==> src/rtl/fetch_pkg.sv <==
// Shared types and constants for the RV32 instruction-fetch stage.
// Optional feature macro used by this slice: FETCH_MISALIGN_TRAP_EN.
package fetch_pkg;

  typedef enum logic [1:0] {
    IDLE = 2'd0,
    REQ  = 2'd1,
    HOLD = 2'd2,
    KILL = 2'd3
  } fetch_state_e;

  localparam logic [31:0] PC_STEP      = 32'd4;
  localparam logic [31:0] INSTR_BUBBLE = 32'h0000_0000;
  localparam logic [31:0] ALIGN_MASK   = 32'hFFFF_FFFC;

  function automatic logic [31:0] align_word(input logic [31:0] addr);
    return addr & ALIGN_MASK;
  endfunction

endpackage

==> src/rtl/if_next_pc.sv <==
// Combinational next-PC selection for the fetch stage: hold, +4, redirect or pending target.
// With FETCH_MISALIGN_TRAP_EN defined it also flags accepted redirects with nonzero low bits.
module if_next_pc
  import fetch_pkg::*;
(
  input  fetch_state_e state_i,
  input  logic [31:0]  pc_i,
  input  logic [31:0]  pend_pc_i,
  input  logic         stall_i,
  input  logic         redirect_i,
  input  logic [31:0]  redirect_pc_i,
  input  logic         imem_ack_i,
  output logic [31:0]  pc_d_o,
  output logic [31:0]  target_o
`ifdef FETCH_MISALIGN_TRAP_EN
  ,
  output logic         misalign_o
`endif
);

  logic [31:0] pc_inc;

  assign target_o = align_word(redirect_pc_i);
  assign pc_inc   = pc_i + PC_STEP;

`ifdef FETCH_MISALIGN_TRAP_EN
  // IDLE lasts one cycle after reset and does not accept redirects.
  assign misalign_o = redirect_i && (state_i != IDLE) && (redirect_pc_i[1:0] != 2'b00);
`endif

  always_comb begin
    pc_d_o = pc_i;
    case (state_i)
      REQ: begin
        // A redirect without ack keeps the old address until the request completes.
        if (redirect_i && imem_ack_i)       pc_d_o = target_o;
        else if (imem_ack_i && !stall_i)    pc_d_o = pc_inc;
      end
      HOLD: begin
        if (redirect_i)                     pc_d_o = target_o;
        else if (!stall_i)                  pc_d_o = pc_inc;
      end
      KILL: begin
        if (imem_ack_i)                     pc_d_o = redirect_i ? target_o : pend_pc_i;
      end
      default: pc_d_o = pc_i;
    endcase
  end

endmodule

==> src/rtl/if_fetch_unit.sv <==
// Instruction-fetch stage: PC register, imem handshake, one-entry hold buffer, redirect handling.
// Optional feature macro: FETCH_MISALIGN_TRAP_EN (adds misalign_o).
//
// state | meaning
// IDLE  | one cycle after reset, no request
// REQ   | request at pc outstanding; ack data is passed straight through
// HOLD  | downstream stalled, instruction replayed from the hold buffer
// KILL  | request outstanding whose data will be discarded, then go to pend_pc
module if_fetch_unit
  import fetch_pkg::*;
#(
  parameter logic [31:0] RESET_PC = 32'h0000_0000
) (
  input  logic        clk,
  input  logic        rst_n,
  input  logic        stall_i,
  input  logic        redirect_i,
  input  logic [31:0] redirect_pc_i,
  output logic        imem_req_o,
  output logic [31:0] imem_addr_o,
  input  logic        imem_ack_i,
  input  logic [31:0] imem_rdata_i,
  output logic [31:0] PCF,
  output logic [31:0] InstrF,
  output logic        ValidF
`ifdef FETCH_MISALIGN_TRAP_EN
  ,
  output logic        misalign_o
`endif
);

  fetch_state_e state_q;
  logic [31:0]  pc_q, pc_d;
  logic [31:0]  pend_pc_q;
  logic [31:0]  buf_q;
  logic         req_q;
  logic [31:0]  target;

  if_next_pc u_next_pc (
    .state_i       (state_q),
    .pc_i          (pc_q),
    .pend_pc_i     (pend_pc_q),
    .stall_i       (stall_i),
    .redirect_i    (redirect_i),
    .redirect_pc_i (redirect_pc_i),
    .imem_ack_i    (imem_ack_i),
    .pc_d_o        (pc_d),
    .target_o      (target)
`ifdef FETCH_MISALIGN_TRAP_EN
    ,
    .misalign_o    (misalign_o)
`endif
  );

  always_ff @(posedge clk or negedge rst_n) begin
    if (!rst_n) begin
      state_q   <= IDLE;
      pc_q      <= RESET_PC;
      pend_pc_q <= '0;
      buf_q     <= INSTR_BUBBLE;
      req_q     <= 1'b0;
    end else begin
      pc_q <= pc_d;
      case (state_q)
        IDLE: begin
          state_q <= REQ;
          req_q   <= 1'b1;
        end
        REQ: begin
          if (redirect_i && !imem_ack_i) begin
            state_q   <= KILL;
            pend_pc_q <= target;
          end else if (imem_ack_i && stall_i && !redirect_i) begin
            buf_q   <= imem_rdata_i;
            state_q <= HOLD;
            req_q   <= 1'b0;
          end
        end
        HOLD: begin
          if (redirect_i || !stall_i) begin
            state_q <= REQ;
            req_q   <= 1'b1;
          end
        end
        KILL: begin
          if (imem_ack_i)      state_q   <= REQ;
          else if (redirect_i) pend_pc_q <= target;
        end
        default: begin
          state_q <= IDLE;
          req_q   <= 1'b0;
        end
      endcase
    end
  end

  // Ack data bypasses the buffer so a zero-wait memory sustains one instruction per cycle.
  always_comb begin
    ValidF = 1'b0;
    InstrF = INSTR_BUBBLE;
    case (state_q)
      REQ: begin
        if (imem_ack_i) begin
          InstrF = imem_rdata_i;
          ValidF = !redirect_i;
        end
      end
      HOLD: begin
        InstrF = buf_q;
        ValidF = !redirect_i;
      end
      default: begin
        ValidF = 1'b0;
        InstrF = INSTR_BUBBLE;
      end
    endcase
  end

  assign imem_req_o  = req_q;
  assign imem_addr_o = pc_q;
  assign PCF         = pc_q;

endmodule

==> config.mk <==
export PLATFORM = sky130hd
export DESIGN_NAME = if_fetch_unit
export DESIGN_NICKNAME = d
export VERILOG_FILES = /design/src/rtl/fetch_pkg.sv /design/src/rtl/if_next_pc.sv /design/src/rtl/if_fetch_unit.sv
export SDC_FILE = /design/constraint.sdc
export NUM_CORES = 1
export LEC_CHECK = 0
export BUFFER_PORTS_ARGS = -buffer_cell sky130_fd_sc_hd__buf_2
export CAP_MARGIN = 20
export CELL_PAD_IN_SITES_DETAIL_PLACEMENT = 1
export CELL_PAD_IN_SITES_GLOBAL_PLACEMENT = 2
export CORE_ASPECT_RATIO = 0.7
export CORE_MARGIN = 5
export CORE_UTILIZATION = 25
export CTS_CLUSTER_DIAMETER = 150
export DETAILED_ROUTE_END_ITERATION = 12
export PLACE_DENSITY_LB_ADDON = 0.1
export SYNTH_ARGS = -nofsm -noshare
export SYNTH_HDL_FRONTEND = slang
export SYNTH_SLANG_ARGS = --single-unit
==> constraint.sdc <==
create_clock -name clk -period 3.3 [get_ports clk]
set_input_delay 0.33 -clock clk [delete_from_list [all_inputs] [get_ports clk]]
set_output_delay 0.33 -clock clk [all_outputs]
set_load 0.02 [all_outputs]
# [After elaboration in Yosys (flattened, before gate mapping)]
# Index checks and enable logic that the tools add are counted.
[word_totals] register_bits=99 inputBits=69 out_inout_bits=98
[op_classes] n_addsub=1 eq_ne=12 mux=23 bitwise_logic=1 reduce_logical=18
[ops] cell="32-bit 2-to-1 mux" n=9
[ops] cell="32-bit one-hot mux with 2 select lines" n=2
[ops] cell="32-bit one-hot mux with 3 select lines" n=1
[ops] cell="32-bit by 3-bit adder with 32-bit output, second input constant" n=1
[ops] cell="2-bit != test, second input constant" n=6
[ops] cell="3-bit AND reduction" n=3
[ops] cell="2-bit 2-to-1 mux" n=4
[ops] cell="2-bit one-hot mux with 4 select lines" n=1
[ops] cell="4-bit AND reduction" n=2
[ops] cell="3-bit != test, second input constant" n=2
[ops] cell="3-bit nonzero test" n=2
[ops] cell="1-bit logical AND" n=5
[ops] cell="2-bit == test, second input constant" n=2
[ops] cell="1-bit 2-to-1 mux" n=4
[ops] cell="1-bit zero test" n=3
[ops] cell="3-bit by 1-bit != test with 1-bit output, second input constant" n=1
[ops] cell="1-bit one-hot mux with 3 select lines" n=1
[ops] cell="2-bit by 1-bit == test with 1-bit output, second input constant" n=1
[ops] cell="2-bit zero test" n=1
[ops] cell="1-bit one-hot mux with 2 select lines" n=1
[ops] cell="2-bit nonzero test" n=1
[ops] cell="1-bit logical OR" n=1
[ops] cell="1-bit inverter" n=1

# [Depth between registers and ports, before layout]
# Gate-level depths: netlist of the first run.
[depth] word_depth=5 depth_mapped=10

# [By module]
# From an unflattened synthesis of the first run, not the netlist that was laid out.
[hier_totals] hier_cells=678 hier_area_um2=6605.1
[modules_own_cells] mod="if_fetch_unit" instances=1 cells_per_inst=302 area_each_um2=4380.5 seq_area_each_um2=2477.4
[modules_own_cells] mod="if_next_pc" instances=1 cells_per_inst=376 area_each_um2=2224.6 seq_area_each_um2=0.0

# [Least setup slack after synthesis of the first run]
# Ideal clock, no wire load.
[synth_timing] path_type="reg2reg" start="reg state_q[0]" end="reg pc_q[3], in the netlist PCF[3]" t_arrival_ns=1.978 required_time_ns=3.170 slack_ns=1.192 stages_incl_launch_ff=10 path_buffers=3 cell_sequence="dfrtp_1 -> inv_1 -> ha_1 -> clkbuf_1 -> or2b_2 -> and2_1 -> clkbuf_1 -> clkbuf_1 -> a222oi_1 -> a21oi_1"
[synth_via] elab_chain_cells=3
[synth_rtl] element="start, declared" line_no="if_fetch_unit.sv:32" text="fetch_state_e state_q;"
[synth_rtl] element="start signal, assigned" line_no="if_fetch_unit.sv:57" text="state_q <= IDLE;"
[synth_rtl] element="start signal, assigned" line_no="if_fetch_unit.sv:66" text="state_q <= REQ;"
[synth_rtl] element="start signal, assigned" line_no="if_fetch_unit.sv:71" text="state_q <= KILL;"
[synth_rtl] element="2-bit by 1-bit == test with 1-bit output or 2-bit == test (tied branches)" line_no="if_next_pc.sv:33" text="case (state_i)"
[synth_rtl] element="3-bit by 1-bit != test with 1-bit output (no source line) (tied with other cells)"
[synth_rtl] element="4-bit AND reduction (no source line)"
[synth_rtl] element="end signal, assigned" line_no="if_fetch_unit.sv:63" text="pc_q <= pc_d;"
[synth_rtl] element="end, declared" line_no="if_fetch_unit.sv:33" text="logic [31:0] pc_q, pc_d;"
# Several ways; a longest one is shown, not always the timed one.
# A chain may end at the register's enable or synchronous reset.

# [Final worst setup path of the first run]
[layout_timing] start="reg state_q[1]" end="out InstrF[12]"
[layout_via] elab_chain_cells=2
[layout_rtl] element="2-bit == test or 2-bit by 1-bit == test with 1-bit output (tied branches)" line_no="if_fetch_unit.sv:101" text="case (state_q)"
[layout_rtl] element="32-bit one-hot mux with 2 select lines (*)" line_no="if_fetch_unit.sv:101"
[layout_rtl] element="end, declared" line_no="if_fetch_unit.sv:24" text="output logic [31:0] InstrF,"
# Every way passes the cells marked *; elsewhere a longest branch is shown, timed or not.

==> out/results.ini, run 1 <==
[run_status]
status=finished clean

[timing]
maxSlewViolCount=0
skew_ns=0.00898
worstMarginPinSlew_ns=0.925
post-route-period-util_pct=85.6
grt_setup_unrepaired=no
max_freq_mhz=354
final_hold_viol_count=0
slew_headroom_pct=38.3
hold_ws_ns=0.0188
fin_tns_setup_ns=0
finalCriticalPeriod_ns=2.83
setup_viol=0

[clock_network]
clk_latency_ns=0.35
max-clock-path-buffers=2
cts_root_buf=clkbuf_16
cts_tree=built
h-tree-depth=3
clock-sinks=99
hold_buffers=0
cts_resized=0
cts_setup_buffers=0
cts_buffers=9
path_clk_slew_ns=0.08

[pwr]
p_sw_share_pct=45.2
p_comb_share_pct=49.1
p_switching_mw=3.15
intPower_mw=3.82
vdd_drop_max_mv=0.317
p_seq_share_pct=33.8
p_clk_share_pct=17.1
powerDensity_nw_per_um2=1010
leakagePower_nw=3.04

[floorplanning]
fp.dieArea_um2=26200
core_area_um2=22600
die_h_um=137
rows=46
ios=167
die_x_um=191
initial_core_util_pct=25.4

[worst_setup_path]
cp_data_required_time_ns=2.97
critical_path_class=reg -> out
critPathLaunchType=register
crit_path_max_fanout=26
crit_path_end_kind=primary output
worstPathArrival_ns=2.50

[layout]
nets=753
final_common_cell=buf_2
diodes=0
regArea_um2=2480
multi_input_area_um2=2770
area_growth_pct=20.6
drive_gt1_share_pct=39.6
fillers=2632
final_cell_mix=buf_2 (163), dfrtp_1 (99), mux2_2 (62), a22oi_1 (44), o21ai_0 (44)

[yosys]
synth_seq_cells=99
async_reset_ff_share_pct=100
synth_warnings=0
synth.area.top_cells=dfrtp_1 (43%), mux2_2 (12%), a22oi_1 (5.7%), buf_4 (4.4%), nor2b_1 (4.2%)
yosysTopAreaCell=dfrtp_1
syn-cell-area_um2=5750
postSynthAreaPerCell_um2=10.1
synth_edf_count=0
ys_types=54
synthFlopType=dfrtp_1
ys_seq_area_share_pct=43.1
synth_top_area_share_pct=43.1
syn_nets=643
synthCells=569

[drt]
vias=4975
drc=0
ant_nets=0
first_pass_iters=4
first_iter_violations=214
wl_per_cell_um=19.7
viasPerCell=4.99
drt_wl_total_mm=19.6

[place]
routabilityCongestion=0.722
place.detailed.hpwl_mm=14.0
port_buffers=164

[grt]
grt-ovfl-total=0
grt_antenna_before_repair=2
busiest_layer=met2
grt_max_degree=52
grtUsageTotal_pct=15.2
grt_pass1_wl_mm=31.4
grt_pass1_vias=5487
use_met1_pct=21.3
grt_use_met2_pct=24.3
grt.met3_usage_pct=3.85

[job]
drv_cap=0

[hold_path]
hp-class=in -> async

## per-layer routing
layer / wire length, µm / vias to the layer above
met5: 14 / -
met4: 142 / 4
met3: 815 / 14
met2: 9010 / 95
met1: 9630 / 2549
li1: - / 2313
## through the flow
step           cells  setup WS (ns)  util, %  cell area (µm²)  total power [mW]
4_1_cts          996          0.411     30.7             6940              7.13
5_1_grt          996          0.252     30.7             6940              7.54
2_1_floorplan    569           1.19        -             5750              4.89
3_3_place_gp     980          0.826     29.2             6610              5.77
3_5_place_dp     980          0.784     29.2             6610              5.90
6_report         996          0.474     30.7             6940              6.98
## cell type report
type                       instances  share of cell area, %
clock buffer                       9                   3.25
clock inverter                     7                   1.46
inverter                          14                  0.758
multi-input combinational        380                   39.9
sequential                        99                   35.7
tap                              312                   5.63
timing repair buffer             175                   13.2
## critical path: stages, from the launching register on
cell and delay [ns]:
dfrtp_1 0.43, inv_1 0.09, ha_1 0.32, and2_1 0.44, buf_4 0.38, a22oi_1 0.11
nor2b_1 0.17, buf_2 0.19
## power groups by stage
stage | logic (mW) | clock network (mW) | registers (mW)
CTS | 3.52 | 1.25 | 2.37
global placement | 3.44 | 0 | 2.34
floorplan | 2.49 | 0 | 2.40
global route | 3.79 | 1.29 | 2.46
finish | 3.43 | 1.19 | 2.36
detailed placement | 3.51 | 0 | 2.39
## flip-flops by register name, indices dropped and copies added, names as in the netlist
register,cells
imem_req_o,1
state_q,2
buf_q,32
PCF,32
pend_pc_q,32
## synth_stat cells (all sizes together), types with 7 or more instances
| cell type | number |
|---|---|
| a22oi | 44 |
| a31oi | 10 |
| nand2 | 26 |
| nor3 | 13 |
| mux2 | 62 |
| dfrtp | 99 |
| nand3 | 14 |
| buf | 47 |
| a221oi | 8 |
| inv | 14 |
| a21oi | 20 |
| nand4 | 7 |
| nor4 | 7 |
| o21ai | 44 |
| nor2b | 39 |
| a22o | 11 |
| nor2 | 11 |
| clkbuf | 29 |
## worst paths after layout
kind	startpoint	endpoint	slack (ns)	depth (start not counted)
max	state_q[1]$_DFFE_PN0P_	InstrF[12]	0.47	7
min	rst_n	PCF[8]$_DFFE_PN0P_	0.02	1
max reg2reg	state_q[0]$_DFFE_PN0P_	PCF[20]$_DFFE_PN0P_	0.78	6
min reg2reg	pend_pc_q[25]$_DFFE_PN0P_	pend_pc_q[25]$_DFFE_PN0P_	0.51	1
max in group asynchronous	rst_n	pend_pc_q[31]$_DFFE_PN0P_	2.41	2
min in group clk	redirect_pc_i[12]	pend_pc_q[12]$_DFFE_PN0P_	0.22	2
## cells by family after synthesis
logic type | after synthesis | synth area share, %
AO/OA/AOI/OAI | 172 | 20.7
adder cells (fa/ha/maj) | 5 | 1.09
buffers and inverters | 90 | 9.05
flip-flops | 99 | 43.1
multiplexers | 62 | 12.1
AND/OR/NAND/NOR | 141 | 13.9
Note: power is estimated with default switching activity, not from simulation.
==> run 2: changes to the inputs <==
--- a/config.mk
+++ b/config.mk
@@ -5,7 +5,7 @@
 export SDC_FILE = /design/constraint.sdc
 export NUM_CORES = 1
 export LEC_CHECK = 0
-export BUFFER_PORTS_ARGS = -buffer_cell sky130_fd_sc_hd__buf_2
+export BUFFER_PORTS_ARGS = -buffer_cell sky130_fd_sc_hd__clkbuf_2
 export CAP_MARGIN = 20
 export CELL_PAD_IN_SITES_DETAIL_PLACEMENT = 1
 export CELL_PAD_IN_SITES_GLOBAL_PLACEMENT = 2
==> out/results.ini, run 2 (synthesis gave the netlist of run 1 again) <==
[timing]
hold_ws_ns=0.220  ; was 0.0188 ns
fin_tns_setup_ns=0  ; unchanged
maxSlewViolCount=0  ; unchanged
skew_ns=0.0104  ; was 0.00898 ns
final_hold_viol_count=0  ; unchanged
slew_headroom_pct=40.8  ; was 38.3%
post-route-period-util_pct=85.1  ; was 85.6%
finalCriticalPeriod_ns=2.81  ; was 2.83 ns
worstMarginPinSlew_ns=0.888  ; was 0.925 ns
grt_setup_unrepaired=no  ; unchanged
setup_viol=0  ; unchanged
max_freq_mhz=356  ; was 354 MHz
fin_ws_ns=0.490  ; was 0.474 ns

[layout]
design_area_um2=6930  ; was 6940 µm²
diodes=0  ; unchanged
drive_gt1_share_pct=39.7  ; was 39.6%
utilization_pct=30.7  ; about the same
area_growth_pct=20.5  ; was 20.6%
final_cells=1000  ; was 996
final_cell_mix=clkbuf_2 (163), dfrtp_1 (99), mux2_2 (62), a22oi_1 (44), o21ai_0 (44)  ; was buf_2 (163), dfrtp_1 (99), mux2_2 (62), a22oi_1 (44), o21ai_0 (44)
nets=757  ; was 753
final_common_cell=clkbuf_2  ; was buf_2

[worst_setup_path]
r2r_cells=5  ; was 6
cpMaxStageDelayCell=dfrtp_1  ; was and2_1
crit_path_end_kind=primary output  ; unchanged
crit_path_max_fanout=26  ; unchanged
worstPathArrival_ns=2.48  ; was 2.50 ns
critical_path_class=reg -> out  ; unchanged
cp_data_required_time_ns=2.97  ; about the same
cpPeakStageDelay_ns=0.41  ; was 0.44 ns
cp-startpoint=state_q[1]$_DFFE_PN0P_  ; unchanged
rr_endpoint=PCF[12]$_DFFE_PN0P_  ; was PCF[20]$_DFFE_PN0P_
crit_path_cell_trace=inv_1 -> ha_1 -> and2_1 -> buf_4 -> a22oi_1 -> nor2b_1 -> clkbuf_2  ; was inv_1 -> ha_1 -> and2_1 -> buf_4 -> a22oi_1 -> nor2b_1 -> buf_2
r2r_start=state_q[0]$_DFFE_PN0P_  ; unchanged
reg2reg_setup_slack_ns=0.73  ; was 0.78 ns
critPathLaunchType=register  ; unchanged

[hold_path]
min_to=pend_pc_q[15]$_DFFE_PN0P_
holdCritStartpoint=redirect_pc_i[15]
min_path_cells=2
hp-class=in -> reg  ; was in -> async

[drt]
wl_per_cell_um=19.6  ; was 19.7 µm
vias=5022  ; was 4975
drt_wl_total_mm=19.6  ; about the same
first_iter_violations=201  ; was 214
ant_nets=0  ; unchanged
drc=0  ; unchanged
first_pass_iters=4  ; unchanged
viasPerCell=5.02  ; was 4.99

[floorplanning]
ios=167  ; unchanged
core_area_um2=22600  ; unchanged
fp.dieArea_um2=26200  ; unchanged
initial_core_util_pct=25.4  ; unchanged
rows=46  ; unchanged
die_h_um=137  ; unchanged
die_x_um=191  ; unchanged

[clock_network]
max-clock-path-buffers=2  ; unchanged
cts_tree=built  ; unchanged
cts_resized=0  ; unchanged
cts_root_buf=clkbuf_16  ; unchanged
cts_setup_buffers=0  ; unchanged
clock-sinks=99  ; unchanged
path_clk_slew_ns=0.07  ; was 0.08 ns
hold_buffers=0  ; unchanged
clk_latency_ns=0.36  ; was 0.35 ns
cts_buffers=9  ; unchanged
h-tree-depth=3  ; unchanged

[job]
drv_cap=0  ; unchanged

[place]
place_inst=982  ; was 980
place.detailed.hpwl_mm=14.0  ; about the same
dp_slack_ns=0.729  ; was 0.784 ns
routabilityCongestion=0.724  ; was 0.722
port_buffers=164  ; unchanged
place_area_um2=6620  ; was 6610 µm²

[grt]
grtUsageTotal_pct=15.2  ; about the same
grt_pass1_wl_mm=31.3  ; was 31.4 mm
grt-ovfl-total=0  ; unchanged
grt_pass1_vias=5517  ; was 5487
grt_antenna_before_repair=0  ; was 2
grt_max_degree=77  ; was 52

[pwr]
powerDensity_nw_per_um2=985  ; was 1010 nW/µm²
p_sw_share_pct=46.0  ; was 45.2%
p_total_mw=6.83  ; was 6.98 mW
p_seq_share_pct=34.7  ; was 33.8%
intPower_mw=3.68  ; was 3.82 mW
leakagePower_nw=3.03  ; was 3.04 nW
vdd_drop_max_mv=0.322  ; was 0.317 mV
p_comb_share_pct=50.4  ; was 49.1%
p_switching_mw=3.14  ; was 3.15 mW
p_clk_share_pct=14.9  ; was 17.1%

[run_status]
status=finished clean  ; unchanged

-- run 2: routing by layer --
metal	GRT usage, %	wire [µm]
met3	3.93	967
met4	3.15	162
met2	24.0	8920
met1	21.2	9560
met5	0	0
-- run 2: critical path: cells and delay by family, from the launching register on --
family	cells	cell delay [ns]
buffers and inverters	3	0.67
and+or+nand+nor	2	0.58
DFF	1	0.41
adders and majority gates	1	0.33
AOI/OAI and AO/OA	1	0.12
-- run 2: how the worst max path moves through the flow --
stage / end / slack, ns / cells after the start
after floorplan: PCF[3]$_DFFE_PN0P_ / 1.19 / 9
after global routing: InstrF[16] / 0.26 / 7
after detailed placement: PCF[12]$_DFFE_PN0P_ / 0.73 / 5
after CTS: InstrF[25] / 0.44 / 7
after global placement: PCF[9]$_DFFE_PN0P_ / 0.89 / 6
final: InstrF[25] / 0.49 / 7
-- run 2: cell type report --
type | instances | area, µm²
Fill cell | 2601 | 15700
Multi-Input combinational cell | 380 | 2770
Sequential cell | 99 | 2480
Timing Repair Buffer | 179 | 971
Tap cell | 312 | 390
Clock buffer | 11 | 243
Inverter | 14 | 52.6
Clock inverter | 5 | 28.8
-- run 2: power groups by stage --
stage	Clock (mW)	Combinational (mW)	Sequential (mW)
5_1_grt	1.11	3.80	2.48
4_1_cts	1.07	3.51	2.38
6_report	1.01	3.44	2.37
3_5_place_dp	0	3.50	2.40
3_3_place_gp	0	3.43	2.35
2_1_floorplan	0	2.49	2.40
==> run 3: changes to the inputs <==
--- a/config.mk
+++ b/config.mk
@@ -12,9 +12,10 @@
 export CORE_ASPECT_RATIO = 0.7
 export CORE_MARGIN = 5
 export CORE_UTILIZATION = 25
+export CTS_BUF_LIST = sky130_fd_sc_hd__clkbuf_4 sky130_fd_sc_hd__clkbuf_8 sky130_fd_sc_hd__clkbuf_16
 export CTS_CLUSTER_DIAMETER = 150
 export DETAILED_ROUTE_END_ITERATION = 12
-export PLACE_DENSITY_LB_ADDON = 0.1
+export PLACE_DENSITY = 0.71
 export SYNTH_ARGS = -nofsm -noshare
 export SYNTH_HDL_FRONTEND = slang
 export SYNTH_SLANG_ARGS = --single-unit
==> out/results.ini, run 3 (synthesis gave the netlist of run 1 again) <==
[run_status]
status=finished clean  ; unchanged

[worst_setup_path]
critical_path_class=reg -> out  ; unchanged
r2r_cells=5  ; unchanged
reg2reg_setup_slack_ns=0.80  ; was 0.73 ns
crit_path_max_fanout=33  ; was 26
worstPathArrival_ns=2.29  ; was 2.48 ns
crit_path_end_kind=primary output  ; unchanged
critPathLaunchType=register  ; unchanged
cp_data_required_time_ns=2.97  ; about the same

[grt]
grt_antenna_before_repair=0  ; unchanged
grt_max_degree=71  ; was 77
grt_pass1_vias=5591  ; was 5517
grtUsageTotal_pct=15.2  ; about the same
grt_pass1_wl_mm=31.6  ; was 31.3 mm
grt-ovfl-total=0  ; unchanged

[timing]
finalCriticalPeriod_ns=2.62  ; was 2.81 ns
max_freq_mhz=382  ; was 356 MHz
hold_ws_ns=0.220  ; about the same
grt_setup_unrepaired=no  ; unchanged
skew_ns=0.00995  ; was 0.0104 ns
final_hold_viol_count=0  ; unchanged
fin_ws_ns=0.680  ; was 0.490 ns
setup_viol=0  ; unchanged
fin_tns_setup_ns=0  ; unchanged
worstMarginPinSlew_ns=0.970  ; was 0.888 ns
maxSlewViolCount=0  ; unchanged
slew_headroom_pct=35.3  ; was 40.8%
post-route-period-util_pct=79.4  ; was 85.1%

[floorplanning]
core_area_um2=22600  ; unchanged
initial_core_util_pct=25.4  ; unchanged
rows=46  ; unchanged
ios=167  ; unchanged
fp.dieArea_um2=26200  ; unchanged
die_x_um=191  ; unchanged
die_h_um=137  ; unchanged

[drt]
wl_met1_mm=9.12  ; was 9.56 mm
vias=5026  ; was 5022
first_pass_iters=4  ; unchanged
viasPerCell=5.04  ; was 5.02
routed-wl-met3_um=930  ; was 967 µm
drt_wl_total_mm=19.3  ; was 19.6 mm
ant_nets=0  ; unchanged
first_iter_violations=281  ; was 201
top_layer_used=met4  ; unchanged
wl_met2_mm=9.09  ; was 8.92 mm
wl_per_cell_um=19.4  ; was 19.6 µm
drc=0  ; unchanged

[clock_network]
hold_buffers=0  ; unchanged
clock-sinks=99  ; unchanged
max-clock-path-buffers=2  ; unchanged
cts_buffers=9  ; unchanged
cts_tree=built  ; unchanged
cts_setup_buffers=0  ; unchanged
cts_root_buf=clkbuf_16  ; unchanged
h-tree-depth=3  ; unchanged
path_clk_slew_ns=0.07  ; about the same
cts_resized=0  ; unchanged
clk_latency_ns=0.36  ; about the same

[pwr]
leakagePower_nw=3.03  ; about the same
p_total_mw=6.95  ; was 6.83 mW
vdd_drop_max_mv=0.312  ; was 0.322 mV
powerDensity_nw_per_um2=999  ; was 985 nW/µm²

[hold_path]
min_path_cells=2  ; unchanged
hp-class=in -> reg  ; unchanged

[layout]
final_cell_mix=clkbuf_2 (163), dfrtp_1 (99), mux2_2 (62), a22oi_1 (44), o21ai_0 (44)  ; unchanged
nets=755  ; was 757
diodes=0  ; unchanged
drive_gt1_share_pct=39.7  ; about the same
area_growth_pct=20.9  ; was 20.5%
final_common_cell=clkbuf_2  ; unchanged

[place]
port_buffers=164  ; unchanged
routabilityCongestion=0.775  ; was 0.724
place.detailed.hpwl_mm=13.8  ; was 14.0 mm
dp_slack_ns=0.818  ; was 0.729 ns

[job]
drv_cap=0  ; unchanged

[run 3: worst paths after layout]
check	endpoint	startpoint
max	InstrF[18]	state_q[0]$_DFFE_PN0P_
min in group asynchronous	PCF[7]$_DFFE_PN0P_	rst_n
min reg2reg	pend_pc_q[0]$_DFFE_PN0P_	pend_pc_q[0]$_DFFE_PN0P_
max in group asynchronous	PCF[19]$_DFFE_PN0P_	rst_n
max reg2reg	PCF[26]$_DFFE_PN0P_	state_q[0]$_DFFE_PN0P_
min	buf_q[22]$_DFFE_PN0P_	imem_rdata_i[22]
[run 3: layer usage]
layer | up-vias | track usage, %
li1 | 2321 | -
met1 | 2585 | 20.7
met2 | 110 | 24.8
met3 | 10 | 3.47
met4 | 0 | 3.63
met5 | - | 0
[run 3: area by class of cell]
cell class,instances,area [µm²]
fillers,2603,15700
flip-flops and latches,99,2480
repair buffers,177,956
inverters,14,52.6
well taps,312,390
multi-input cells,380,2770
clock inverters,6,71.3
clock buffers,10,239
[run 3: metrics by stage]
stage / util, % / cells / cell area [µm²]
floorplan: - / 569 / 5750
CTS: 30.6 / 996 / 6920
detailed placement: 29.2 / 980 / 6610
global route: 30.8 / 998 / 6960
global placement: 29.2 / 980 / 6610
finish: 30.8 / 998 / 6960
[run 3: worst max-delay path: stages, from the launching register on]
cell and delay, ns:
dfrtp_1 0.44, inv_1 0.10, ha_1 0.94, nor2b_1 0.25
clkbuf_2 0.19
[run 3: power breakdown]
part / switching [mW] / total, mW / internal, mW / leakage, nW
clock network: 0.510 / 1.13 / 0.616 / 0.146
logic: 2.11 / 3.46 / 1.36 / 1.68
registers: 0.568 / 2.36 / 1.79 / 1.20
total: 3.18 / 6.95 / 3.76 / 3.03
